**src/rtl/dcache_ctrl.sv**
```systemverilog
// Blocking, direct-mapped, write-through, no-write-allocate L1 data cache
// controller. One request is in flight at a time; load hits answer in the
// next cycle, misses fetch a full 8-word line from data memory, and stores
// always write through to memory with a single-cycle write pulse.
//
// Request handshake: a request transfers on a rising edge where req_valid
// and req_ready are both high; req_ready depends only on controller state
// and rst, never on req_valid, and req_* are only looked at on that edge.
module dcache_ctrl #(
   parameter int NUM_LINES = 8,
   parameter int MEM_LAT   = 2,
   parameter int TAG_W     = 6
) (
   input  logic             clk,
   input  logic             rst,
   input  logic             req_valid,
   output logic             req_ready,
   input  logic             req_we,
   input  logic [31:0]      req_addr,
   input  logic [31:0]      req_wdata,
   input  logic [TAG_W-1:0] req_tag,
   output logic             resp_valid,
   output logic             resp_is_store,
   output logic [31:0]      resp_data,
   output logic [TAG_W-1:0] resp_tag,
   output logic [31:0]      LdAddr_DM,
   input  logic [255:0]     LdData_cache,
   output logic [31:0]      StrAddr_DM,
   output logic [31:0]      WriteData_DM,
   output logic             WE_DM,
   output logic [31:0]      hit_cnt,
   output logic [31:0]      miss_cnt
);

   localparam int IDX_W  = $clog2(NUM_LINES);
   localparam int CTAG_W = 32 - 5 - IDX_W;
   localparam int CNT_W  = $clog2(MEM_LAT + 1);

   typedef enum logic [1:0] {
      IDLE  = 2'd0,
      FILL  = 2'd1,
      STORE = 2'd2
   } state_t;

   state_t state;

   // Per-line storage. Only the valid bits need a reset.
   logic [NUM_LINES-1:0] line_valid;
   logic [CTAG_W-1:0]    line_tag  [NUM_LINES];
   logic [31:0]          line_data [NUM_LINES][8];

   // Fill bookkeeping. The line index and cache tag of an outstanding fill
   // are recovered from LdAddr_DM, which is held stable for the whole fill.
   logic [CNT_W-1:0] lat_cnt;
   logic [2:0]       fill_off;
   logic [IDX_W-1:0] fill_idx;
   logic [CTAG_W-1:0] fill_ctag;
   logic [31:0]      fill_word;
   logic             fill_done;

   // Request decode
   logic [2:0]        req_off;
   logic [IDX_W-1:0]  req_idx;
   logic [CTAG_W-1:0] req_ctag;
   logic              accept;
   logic              lookup_hit;
   logic              unused_addr_bits;

   assign req_off   = req_addr[4:2];
   assign req_idx   = req_addr[5+IDX_W-1:5];
   assign req_ctag  = req_addr[31:5+IDX_W];
   assign unused_addr_bits = ^req_addr[1:0];

   assign req_ready  = (state == IDLE) && !rst;
   assign accept     = req_valid && req_ready;
   assign lookup_hit = line_valid[req_idx] && (line_tag[req_idx] == req_ctag);

   assign fill_idx  = LdAddr_DM[5+IDX_W-1:5];
   assign fill_ctag = LdAddr_DM[31:5+IDX_W];
   assign fill_word = LdData_cache[{fill_off, 5'b0} +: 32];
   assign fill_done = (state == FILL) && (lat_cnt == CNT_W'(1));

   // Controller FSM: sequencing, registered outputs, valid bits and counters
   always_ff @(posedge clk) begin
      if (rst) begin
         state         <= IDLE;
         lat_cnt       <= '0;
         fill_off      <= '0;
         line_valid    <= '0;
         resp_valid    <= 1'b0;
         resp_is_store <= 1'b0;
         resp_data     <= '0;
         resp_tag      <= '0;
         LdAddr_DM     <= '0;
         StrAddr_DM    <= '0;
         WriteData_DM  <= '0;
         WE_DM         <= 1'b0;
         hit_cnt       <= '0;
         miss_cnt      <= '0;
      end else begin
         resp_valid    <= 1'b0;
         resp_is_store <= 1'b0;
         WE_DM         <= 1'b0;
         case (state)
            IDLE: begin
               if (accept) begin
                  resp_tag <= req_tag;
                  if (req_we) begin
                     // Write-through: the memory write and the ack go out together.
                     state         <= STORE;
                     WE_DM         <= 1'b1;
                     StrAddr_DM    <= {req_addr[31:2], 2'b00};
                     WriteData_DM  <= req_wdata;
                     resp_valid    <= 1'b1;
                     resp_is_store <= 1'b1;
                     resp_data     <= '0;
                  end else if (lookup_hit) begin
                     resp_valid <= 1'b1;
                     resp_data  <= line_data[req_idx][req_off];
                     hit_cnt    <= hit_cnt + 32'd1;
                  end else begin
                     state     <= FILL;
                     LdAddr_DM <= {req_addr[31:5], 5'b0};
                     lat_cnt   <= CNT_W'(MEM_LAT);
                     fill_off  <= req_off;
                     miss_cnt  <= miss_cnt + 32'd1;
                  end
               end
            end
            FILL: begin
               lat_cnt <= lat_cnt - CNT_W'(1);
               if (fill_done) begin
                  line_valid[fill_idx] <= 1'b1;
                  resp_valid           <= 1'b1;
                  resp_data            <= fill_word;
                  state                <= IDLE;
               end
            end
            STORE: begin
               state <= IDLE;
            end
            default: begin
               state <= IDLE;
            end
         endcase
      end
   end

   // Line tag/data arrays: store-hit word update and full-line fill
   always_ff @(posedge clk) begin
      if (!rst) begin
         if (accept && req_we && lookup_hit) begin
            line_data[req_idx][req_off] <= req_wdata;
         end else if (fill_done) begin
            line_tag[fill_idx] <= fill_ctag;
            for (int w = 0; w < 8; w++) begin
               line_data[fill_idx][w] <= LdData_cache[32*w +: 32];
            end
         end
      end
   end

endmodule

```
**config.mk**
```make
export PLATFORM = sky130hd
export DESIGN_NAME = dcache_ctrl
export DESIGN_NICKNAME = d
export VERILOG_FILES = /design/src/rtl/dcache_ctrl.sv
export SDC_FILE = /design/constraint.sdc
export NUM_CORES = 2
export LEC_CHECK = 0
export CAP_MARGIN = 20
export CORE_AREA = 3 3 501 503
export DETAILED_ROUTE_END_ITERATION = 10
export DIE_AREA = 0 0 504 506
export HOLD_SLACK_MARGIN = 0.02
export PLACE_DENSITY = 0.54
export SKIP_LAST_GASP = 1
export SYNTH_ARGS = -nofsm -noshare
export SYNTH_HDL_FRONTEND = slang
export SYNTH_SLANG_ARGS = --single-unit
```
**constraint.sdc**
```tcl
create_clock -name clk -period 7.3 [get_ports clk]
set_input_delay 1.46 -clock clk [delete_from_list [all_inputs] [get_ports clk]]
set_output_delay 1.46 -clock clk [all_outputs]
set_load 0.005 [all_outputs]
```
==> results by group <==
Run status
  – Status: finished, final reports clean

Synthesis
  – Warnings, synthesis: 0
  – Mux cell area share after synthesis: 17.7%
  – Compound-cell area share of the yosys netlist: 3.24%
  – Top FF cell, synth: edfxtp_1
  – Post-Synth Simple-Gate Area: 4.57%
  – Largest family of logic cells by synthesized area: multiplexers
  – XOR/XNOR Fraction of Synth Area: 0.133%
  – #FFs+latches synth: 2448
  – Count leader, synth: edfxtp_1
  – Synth area leaders: edfxtp_1, mux4_2, dfxtp_1
  – Top cells by count, synth: edfxtp_1, nand2_1, mux4_2
  – Async SR Flop Fraction: 0%
  – Syn avg cell area: 18.5 µm²
  – Cells after synthesis: 5319
  – Netlist cell types: 65
  – Largest area contributor in the netlist: edfxtp_1
  – Top cell type's share of synthesized area: 68.2%
  – Adder-cell share of the synthesized area: 0.0381%
  – Mapped Area: 98600 µm²
  – Post-synth EDFFs: 2240
  – Sequential area share after synthesis: 72.5%

Timing
  – Setup Viol. Count Final: 0
  – Max_slew headroom: 18.7%
  – Final WS setup: 1.95 ns
  – Final Max Slew Viols: 0
  – Actual slew at the worst max-slew pin: 1.19 ns
  – Final number of hold-violating endpoints: 0
  – RSZ-0062 raised after global routing: false
  – Final worst-path cycle share: 73.3%
  – Setup TNS: 0 ns
  – Max Freq: 0.187 GHz
  – Final min period: 5.35 ns
  – Skew final: 0.0616 ns

GRT
  – Total GRT Usage: 25.9%
  – Global-route wire length before repair: 460000 µm
  – Number of global-route vias before repair: 55400
  – Initial antenna violation count: 13
  – Overflow after GRT: 0
  – Largest net degree at the start of global routing: 126

Finish
  – Nets: 6316
  – Layout Utilization: 47.9%
  – Area of the multi-input gates: 26200 µm²
  – Sequential cell area: 71400 µm²
  – Area grow syn2layout: 19.6%
  – Share of cells above drive strength 1: 21.9%
  – Fill count: 20800

Pwr
  – Largest vdd supply drop: 0.185 mV
  – P_leak: 37.5 nW
  – Pwr Density: 262 nW/µm²

Routing
  – Routed Antenna Nets: 0
  – Drt drc: 0
  – DRT Wirelength: 337000 µm
  – Detailed-route vias per instance: 5.97
  – Via count: 56700
  – DR iter-0 viols: 6994
  – DR WL/cell: 35.4 µm
  – Pre-antenna DRT Iters: 5

Setup path
  – Worst-path maximum fanout: 66
  – Nature of the critical path endpoint: register
  – Crit-path slowest cell: o21ai_4
  – Reg2Reg Depth: 10
  – Max stage delay on crit path: 0.93 ns
  – Worst path arrival time: 5.93 ns
  – Critical Path Stages: 10
  – R2R setup slack: 2.61 ns
  – Number of buffers and inverters on the critical path: 2
  – Reg2reg start: state[1]$_SDFFE_PP0P_
  – Crit path required time: 7.89 ns
  – Reg-to-reg endpoint: line_data[6][82]$_DFFE_PP_
  – CP startpoint: req_addr[6]
  – CP Class: in -> reg
  – Worst path cell trace: buf_8, and2_0, a22oi_1, and3b_1, nor4_1, and4_1, and3_2, nand2_2, o21ai_4, buf_12
  – CP top delay family: simple AND/OR/NAND/NOR gates
  – CP Capture Point: line_data[0][38]$_DFFE_PP_
  – Startpoint types: primary input

Clocking
  – Clock Sinks: 2448
  – H-tree level count: 5
  – Hold-fix buffer count after cts: 0
  – Worst-Skew Late Latency: 0.93 ns
  – Clk buf depth: 4
  – CTS Buf Count: 282
  – CTS root buffer: clkbuf_16
  – Worst-path clk slew: 0.05 ns
  – Resized cells post-CTS: 0
  – CTS tree: done
  – Buffers inserted by post-CTS timing repair: 0

Die
  – Initial core utilization: 40.0%
  – Die Wd: 504 µm
  – Die Ht: 506 µm
  – Num ports: 532
  – Area of the core: 246000 µm²
  – DIE AREA: 255000 µm²
  – Core Rows: 182

Placement
  – Placer Congestion: 0.851
  – Port buffer count: 522
  – DP HPWL: 214000 µm
  – Post-place setup slack: 1.06 ns

Hold path
  – Worst min path class: reg -> reg

Job
  – MaxCap Viol Count: 0
==> worst reg2reg max path: cells and delay by family (launching register included) <==
family	cells	cell delay, ns
buffers and inverters	5	1.81
flip-flops	1	0.37
AND/OR/NAND/NOR	4	1.74
AO/OA/AOI/OAI	1	0.37
==> metal layers <==
metal,GRT usage [%],part of all wire [%],vias to the layer above
li1,-,-,22800
met1,36.9,41,30600
met2,40.4,47,2838
met3,4.66,8.2,504
met4,8.94,3.8,0
met5,0,0,-
==> area by class of cell <==
class / count / share of cell area [%]
Multi-Input combinational cell: 2485 / 22.2
Timing Repair Buffer: 703 / 6.05
Tap cell: 3312 / 3.51
Clock buffer: 384 / 6.57
Antenna cell: 6 / 0.0127
Sequential cell: 2448 / 60.6
Clock inverter: 105 / 0.876
Inverter: 63 / 0.202
==> cells by family (layout without fill, tap and decap cells) <==
group	after synthesis	in the layout
AOI/OAI and AO/OA	531	531
adders and majority gates	3	3
DFF	2448	2448
other	1	13
xor gates and xnor gates	15	15
muxes	899	899
and+or+nand+nor	1030	1030
buffers and inverters	392	1255
==> per-stage QoR <==
step	power (mW)	cell area, µm²	cells	hold WS, ns
2_1_floorplan	16.6	98600	5325	0.421
3_3_place_gp	17.5	109000	9010	0.428
3_5_place_dp	17.5	109000	9011	0.440
4_1_cts	31.1	118000	9500	0.452
5_1_grt	31.7	118000	9502	0.468
6_report	30.9	118000	9506	0.448
==> worst min-delay path by stage <==
stage	start	end	slack [ns]	cells past startpoint
5_1_grt	WriteData_DM[2]$_SDFFE_PP0P_	WriteData_DM[2]$_SDFFE_PP0P_	0.47	2
4_1_cts	line_valid[4]$_SDFFE_PP0P_	line_valid[4]$_SDFFE_PP0P_	0.45	1
2_1_floorplan	line_valid[2]$_SDFFE_PP0P_	line_valid[2]$_SDFFE_PP0P_	0.42	1
3_3_place_gp	line_valid[3]$_SDFFE_PP0P_	line_valid[3]$_SDFFE_PP0P_	0.43	1
3_5_place_dp	line_valid[4]$_SDFFE_PP0P_	line_valid[4]$_SDFFE_PP0P_	0.44	1
6_report	line_valid[4]$_SDFFE_PP0P_	line_valid[4]$_SDFFE_PP0P_	0.45	1
==> where the power goes <==
part           switching [mW]  leakage (nW)  internal (mW)
Clock                    5.55          4.29           8.12
Sequential             0.0413          21.6           15.3
Combinational            1.11          11.6          0.723
Total                    6.70          37.5           24.2
==> cell usage in the layout, fill, tap and decap left out, drive strengths merged, types with 8 or more instances in the layout <==
master	n
edfxtp	2240
nand2	745
mux4	676
clkdlybuf4s50	515
clkbuf	385
mux2i	208
dfxtp	208
buf	187
a21oi	173
o21ai	137
clkinv	77
inv	67
o22ai	66
nand3	59
a211oi	35
nor2	34
nor3	30
and3	25
nand4	24
a22o	23
o31ai	23
or4	21
bufinv	20
o21a	18
mux2	15
nor2b	13
nor4	13
o41ai	11
or3	10
and2	10
nand2b	10
xor2	9
o221ai	9
a22oi	8
a21o	8
==> registers in the layout, indices dropped and copies added, names as in the netlist, 27 cells and up <==
signal and flops:
LdAddr_DM 27, StrAddr_DM 30, WriteData_DM 32, hit_cnt 32, line_data 2048, line_tag 192
miss_cnt 32, resp_data 32
(Power assumes the default switching activity.)
